### src/rtl/regfile_wport_arbiter.sv
// regfile_wport_arbiter: shares the register-file write port between WB and a multi-cycle unit,
// tracks in-flight MCU destinations; RFARB_STARVE_GUARD_EN enables the MCU starvation guard.
module regfile_wport_arbiter #(
    parameter int XLEN = 32,
    parameter int NREG = 32,
    parameter int AW   = 5
`ifdef RFARB_STARVE_GUARD_EN
    ,
    parameter int MAX_WAIT = 4
`endif
) (
    input  logic            i_clk,
    input  logic            i_rst_n,
    input  logic            i_wb_we,
    input  logic [AW-1:0]   i_wb_rd,
    input  logic [XLEN-1:0] i_wb_wd,
    input  logic            i_mcu_valid,
    input  logic [AW-1:0]   i_mcu_rd,
    input  logic [XLEN-1:0] i_mcu_wd,
    output logic            o_mcu_ready,
    input  logic            i_issue_valid,
    input  logic [AW-1:0]   i_issue_rd,
    input  logic [AW-1:0]   i_rs1,
    input  logic [AW-1:0]   i_rs2,
    input  logic [AW-1:0]   i_rd,
    output logic            o_rs1_busy,
    output logic            o_rs2_busy,
    output logic            o_rd_busy,
    output logic            o_wb_stall_req,
    output logic            o_we3,
    output logic [AW-1:0]   o_a3,
    output logic [XLEN-1:0] o_wd3,
    output logic            o_sb_err
);
    logic            w_mcu_grant;
    logic            w_err;
    logic [NREG-1:0] r_pend;
    logic [NREG-1:0] w_pend_nxt;
    logic            r_sb_err;

    assign w_mcu_grant = !i_wb_we && i_mcu_valid;
    assign o_mcu_ready = w_mcu_grant;

    // Writes to x0 still complete the handshake but never reach the register file.
    always_comb begin
        o_we3 = i_wb_we ? (i_wb_rd != '0) : (w_mcu_grant && (i_mcu_rd != '0));
        o_a3  = i_wb_we ? i_wb_rd : (w_mcu_grant ? i_mcu_rd : '0);
        o_wd3 = i_wb_we ? i_wb_wd : (w_mcu_grant ? i_mcu_wd : '0);
    end

    // Clear first, then set, so a same-cycle reissue keeps the register reserved.
    always_comb begin
        w_pend_nxt = r_pend;
        if (w_mcu_grant) w_pend_nxt[i_mcu_rd] = 1'b0;
        if (i_issue_valid) w_pend_nxt[i_issue_rd] = 1'b1;
        w_pend_nxt[0] = 1'b0;
    end

    always_comb begin
        w_err = (i_issue_valid && r_pend[i_issue_rd])
             || (w_mcu_grant && (i_mcu_rd != '0) && !r_pend[i_mcu_rd]
                 && !(i_issue_valid && (i_issue_rd == i_mcu_rd)))
             || (i_wb_we && (i_wb_rd != '0) && r_pend[i_wb_rd]);
    end

    always_ff @(posedge i_clk or negedge i_rst_n) begin
        if (!i_rst_n) begin
            r_pend   <= '0;
            r_sb_err <= 1'b0;
        end else begin
            r_pend   <= w_pend_nxt;
            r_sb_err <= r_sb_err || w_err;
        end
    end

    assign o_rs1_busy = r_pend[i_rs1];
    assign o_rs2_busy = r_pend[i_rs2];
    assign o_rd_busy  = r_pend[i_rd];
    assign o_sb_err   = r_sb_err;

`ifdef RFARB_STARVE_GUARD_EN
    localparam logic [3:0] SAT = 4'(MAX_WAIT);
    logic [3:0] r_wait;

    always_ff @(posedge i_clk or negedge i_rst_n) begin
        if (!i_rst_n) r_wait <= '0;
        else r_wait <= (!i_mcu_valid || w_mcu_grant) ? '0 : ((r_wait == SAT) ? r_wait : r_wait + 4'd1);
    end

    assign o_wb_stall_req = (r_wait == SAT);
`else
    assign o_wb_stall_req = 1'b0;
`endif
endmodule

### config.mk
export PLATFORM = sky130hd
export DESIGN_NAME = regfile_wport_arbiter
export DESIGN_NICKNAME = d
export VERILOG_FILES = /design/src/rtl/regfile_wport_arbiter.sv
export SDC_FILE = /design/constraint.sdc
export NUM_CORES = 1
export LEC_CHECK = 0
export ABC_AREA = 1
export CAP_MARGIN = 5
export CORE_ASPECT_RATIO = 1.25
export CORE_UTILIZATION = 49
export DETAILED_ROUTE_END_ITERATION = 8
export PLACE_DENSITY_LB_ADDON = 0.08
export REMOVE_ABC_BUFFERS = 1
export SKIP_CTS_REPAIR_TIMING = 1
export SKIP_LAST_GASP = 1
export SLEW_MARGIN = 0
export SYNTH_ARGS = -nofsm -noshare
export SYNTH_HDL_FRONTEND = slang
export SYNTH_SLANG_ARGS = --single-unit
### constraint.sdc
create_clock -name i_clk -period 2.03 [get_ports i_clk]
set_input_delay 0.3045 -clock i_clk [delete_from_list [all_inputs] [get_ports i_clk]]
set_output_delay 0.3045 -clock i_clk [all_outputs]
set_load 0.005 [all_outputs]
==> results of run 1 <==
[worst register-to-register path, stage by stage (launching register included)]
cell and delay [ns]:
sky130_fd_sc_hd__dfrtp_1 0.49, sky130_fd_sc_hd__buf_4 0.22, sky130_fd_sc_hd__nand2_1 0.07, sky130_fd_sc_hd__nand2_1 0.05, sky130_fd_sc_hd__nand2_1 0.06, sky130_fd_sc_hd__nand2_1 0.06
sky130_fd_sc_hd__nand2_1 0.05, sky130_fd_sc_hd__nand2_1 0.04, sky130_fd_sc_hd__nor2_1 0.10, sky130_fd_sc_hd__nand2_1 0.06, sky130_fd_sc_hd__nand2_1 0.08, sky130_fd_sc_hd__nand4_1 0.12
[cells in the final DEF, fill, tap and decap left out, types with 2 or more instances in the layout]
| master | Yosys | layout |
|---|---|---|
| sky130_fd_sc_hd__clkinvlp_4 | 0 | 4 |
| sky130_fd_sc_hd__dfrtp_2 | 0 | 14 |
| sky130_fd_sc_hd__dlymetal6s2s_1 | 0 | 14 |
| sky130_fd_sc_hd__a22o_1 | 32 | 32 |
| sky130_fd_sc_hd__clkbuf_8 | 0 | 5 |
| sky130_fd_sc_hd__and2_1 | 3 | 3 |
| sky130_fd_sc_hd__a21oi_1 | 22 | 22 |
| sky130_fd_sc_hd__clkdlybuf4s50_1 | 0 | 127 |
| sky130_fd_sc_hd__buf_4 | 6 | 70 |
| sky130_fd_sc_hd__buf_12 | 0 | 2 |
| sky130_fd_sc_hd__o22ai_1 | 4 | 4 |
| sky130_fd_sc_hd__o221ai_1 | 3 | 3 |
| sky130_fd_sc_hd__nand3_2 | 2 | 2 |
| sky130_fd_sc_hd__o21ai_0 | 112 | 106 |
| sky130_fd_sc_hd__inv_2 | 5 | 7 |
| sky130_fd_sc_hd__nor3_1 | 16 | 15 |
| sky130_fd_sc_hd__inv_4 | 1 | 6 |
| sky130_fd_sc_hd__o21ai_2 | 0 | 3 |
| sky130_fd_sc_hd__nor2_2 | 0 | 2 |
| sky130_fd_sc_hd__nand4_1 | 3 | 3 |
| sky130_fd_sc_hd__nor2_1 | 42 | 40 |
| sky130_fd_sc_hd__dfrtp_1 | 32 | 18 |
| sky130_fd_sc_hd__inv_1 | 58 | 48 |
| sky130_fd_sc_hd__nand2_1 | 210 | 210 |
| sky130_fd_sc_hd__nand3_1 | 45 | 45 |
| sky130_fd_sc_hd__o211ai_1 | 21 | 21 |
| sky130_fd_sc_hd__o21ai_1 | 2 | 5 |
[area by class of cell]
type	instances	area share
clock inverter	3	0.00786
inverter	64	0.0453
timing repair inverter	1	0.000850
multi-input combinational	520	0.428
clock buffer	5	0.0117
sequential	32	0.139
timing repair buffer	215	0.348
tap	92	0.0196
[how the worst min path moves through the flow]
| stage | end |
|---|---|
| finish | r_pend[14]$_DFF_PN0_ |
| global route | r_pend[27]$_DFF_PN0_ |
| CTS | r_pend[13]$_DFF_PN0_ |
| detailed placement | r_pend[30]$_DFF_PN0_ |
| global placement | o_sb_err$_DFF_PN0_ |
| floorplan | o_sb_err$_DFF_PN0_ |
[stage by stage]
step | hold WS, ns | worst slack, ns | area (sq um) | std cells
6_report | 0.403 | -0.250 | 5890 | 932
5_1_grt | 0.454 | -0.312 | 5890 | 932
4_1_cts | 0.419 | -0.472 | 5670 | 919
3_5_place_dp | 0.524 | -0.468 | 5560 | 911
3_3_place_gp | 0.510 | -0.376 | 5560 | 911
2_1_floorplan | 0.00891 | 0.279 | 3540 | 616
[cell families (layout without fill, tap and decap cells)]
| logic type | Yosys count | after routing | synth area share |
|---|---|---|---|
| flops | 32 | 32 | 0.214 |
| simple gates | 322 | 322 | 0.351 |
| compound gates | 196 | 196 | 0.312 |
| xor+xnor | 1 | 1 | 0.00234 |
| other cells | 1 | 1 | 0.00100 |
| buf+inv | 98 | 288 | 0.120 |
[routing by layer]
metal / global-route usage / share of wire / vias up
met5: 0 / 0 / -
met4: 0.242 / 0.067 / 0
met3: 0.0982 / 0.11 / 110
met2: 0.707 / 0.47 / 395
met1: 0.540 / 0.36 / 2557
li1: - / - / 2568
[power groups by stage]
| stage | clock (mW) | combinational (mW) | sequential, mW |
|---|---|---|---|
| floorplan | 0 | 0.700 | 0.957 |
| global placement | 0 | 1.49 | 1.12 |
| detailed placement | 0 | 1.54 | 1.12 |
| CTS | 0.641 | 1.55 | 1.11 |
| global route | 0.672 | 1.80 | 1.19 |
| finish | 0.645 | 1.65 | 1.18 |
[registers in the layout, indices dropped and copies added (netlist names)]
signal and flops:
r_pend 31, o_sb_err 1
[synthesized netlist by cell type]
cell type                    n  area (sq um)
sky130_fd_sc_hd__nand2_1   210           788
sky130_fd_sc_hd__o21ai_0   112           561
sky130_fd_sc_hd__inv_1      58           218
sky130_fd_sc_hd__nand3_1    45           225
sky130_fd_sc_hd__nor2_1     42           158
sky130_fd_sc_hd__a22o_1     32           280
sky130_fd_sc_hd__dfrtp_1    32           801
sky130_fd_sc_hd__a21oi_1    22           110
sky130_fd_sc_hd__buf_2      21           105
sky130_fd_sc_hd__o211ai_1   21           158
sky130_fd_sc_hd__nor3_1     16          80.1
sky130_fd_sc_hd__buf_4       6          45.0
sky130_fd_sc_hd__inv_2       5          18.8
sky130_fd_sc_hd__buf_6       4          45.0
sky130_fd_sc_hd__o22ai_1     4          25.0
sky130_fd_sc_hd__and2_1      3          18.8
sky130_fd_sc_hd__clkbuf_1    3          11.3
sky130_fd_sc_hd__nand4_1     3          18.8
sky130_fd_sc_hd__o221ai_1    3          26.3
sky130_fd_sc_hd__nand3_2     2          20.0
sky130_fd_sc_hd__o21ai_1     2          10.0
sky130_fd_sc_hd__conb_1      1          3.75
sky130_fd_sc_hd__inv_4       1          6.26
sky130_fd_sc_hd__nand2_2     1          6.26
sky130_fd_sc_hd__xnor2_1     1          8.76
==> key figures, run 1 <==
Timing
  – Slew Limit Fails: 0
  – Setup Total Neg Slack: -0.481 ns
  – Finish-stage setup viols: 2
  – Unrepaired setup endpoints after global routing: true
  – Final setup slack of the worst path: -0.250 ns
  – Achievable frequency: 0.439 GHz
  – Share of the clock period used by the worst path after layout: 1.12
  – Worst Skew: between 0.003 and 0.004 ns
  – Final min period: roughly 2.3 ns
  – Final Hold Violating Endpoints: 0

Floorplanning
  – Core Region: 7400 sq um
  – Horizontal die dimension: about 80 um
  – Site row count: 35
  – Initial Utilization: 0.506
  – Top-level I/O count: about 140
  – Chip height: around 100 um
  – Area of the die: ~8000 sq um

CTS
  – Clock transition at the registers of the reported paths: approximately 0.07 ns
  – Buffer depth of the longest clock path: 2
  – Clock latency on the worst-skew pair: approximately 0.30 ns
  – Root Buffer Master: sky130_fd_sc_hd__clkbuf_8
  – Number of sinks handled by clock tree synthesis: 32
  – # H-tree levels: 2
  – Clock tree from TritonCTS: done
  – Cts bufs inserted: 5

Synthesis
  – Synth Register Bits: 32
  – Gate count of the mapped netlist: 650
  – Mapped cell area: 3750 sq um
  – Average instance area after synthesis: approximately 5.8 sq um
  – Sequential fraction of the synthesis area: 0.214
  – Number of different library cells in the post-synthesis netlist: 25
  – Warnings from Yosys: 0

Cells and area
  – Multi-input logic area: around 2500 sq um
  – Filler Cell Count: approximately 580
  – Proportion of layout cells with a drive suffix above 1: 0.145
  – Antenna Diode Count: 0
  – Layout area overhead: 57.1%
  – Final core utilization: 0.795
  – Sequential standard cell area: between 800 and 900 sq um
  – Number of nets in the layout: 938

Power and ir drop
  – Reported leakage power: between 2 and 3 nW
  – Maximum vdd drop: approximately 0.76 mV
  – Cell Int Power: around 2.0 mW
  – Switching portion of total power: 0.432
  – Sum of internal, switching and leakage power: around 3.5 mW
  – Reg power frac: 0.341
  – Clock Power Share: 0.186
  – Gate power share: 0.474
  – P_sw: around 1.5 mW
  – Power Density: 590 nW/um^2

Global route
  – First-pass GRT wire length: ~27000 um
  – Final global-route overflow total: 0
  – GRT Util Overall: 0.439
  – Initial antenna violation count: 0
  – Via count of the first global-routing pass: between 5000 and 6000
  – Largest net degree at the start of global routing: 33

Run status
  – Violated checks: negative setup slack
  – Status: finished, violations left

Critical path
  – Crit-path max FO: 7
  – Critical path startpoint category: register
  – Logic depth of the worst setup path including buffers: 6
  – Cell type of the slowest stage on the worst timing path: sky130_fd_sc_hd__dfrtp_2
  – Combined buffer and inverter count along the critical path: 1
  – Cell-by-cell listing of the critical path: o21ai_1 -> o21ai_0 -> o211ai_1 -> nand3_1 -> and2_1 -> clkdlybuf4s50_1
  – Depth of the worst register-to-register path: 11
  – FF-to-FF Start: r_pend[12]$_DFF_PN0_
  – Startpoint-to-endpoint class of the critical path: reg2out
  – Critical path's top delay family: flip-flops
  – Worst reg2reg path endpoint: o_sb_err$_DFF_PN0_
  – Reg-to-reg setup timing slack: just under 0.5 ns
  – Last element of the critical path: o_rs1_busy
  – Arrival time at the worst endpoint: a little under 2 ns
  – Crit path capture type: output port
  – Critical Path RT: about 1.7 ns
  – Timing startpoint of the critical path: r_pend[3]$_DFF_PN0_
  – Slowest stage delay, CP: roughly 0.52 ns

Route
  – Per-cell via count in the routed design: 6.04
  – Total number of vias: 5630
  – Number of DRC violations after detailed-routing iteration 0: 870
  – Remaining number of nets flagged by the antenna check after routing: 0
  – Detailed-route wire length per cell: roughly 19 um
  – DRC errors left: 0
  – Number of iterations in the first detailed-routing pass: 6
  – Routed wire length: 17700 um

Placed design
  – DPL Wire Length: roughly 13000 um
  – Routability Congestion: around 1
  – Port bufs: about 140

Hold path
  – Class of the tightest hold or removal check: in2async

Flow run
  – Max Cap Viol: 0
No activity file was read; power rests on OpenSTA's default activity.
==> run 2: changes to the inputs <==
--- a/config.mk
+++ b/config.mk
@@ -6,7 +6,7 @@
 export NUM_CORES = 1
 export LEC_CHECK = 0
 export ABC_AREA = 1
-export CAP_MARGIN = 5
+export CAP_MARGIN = 15
 export CORE_ASPECT_RATIO = 1.25
 export CORE_UTILIZATION = 49
 export DETAILED_ROUTE_END_ITERATION = 8
==> results of run 2 <==
No change in the layout: final DEF, timing and power equal those of run 1.
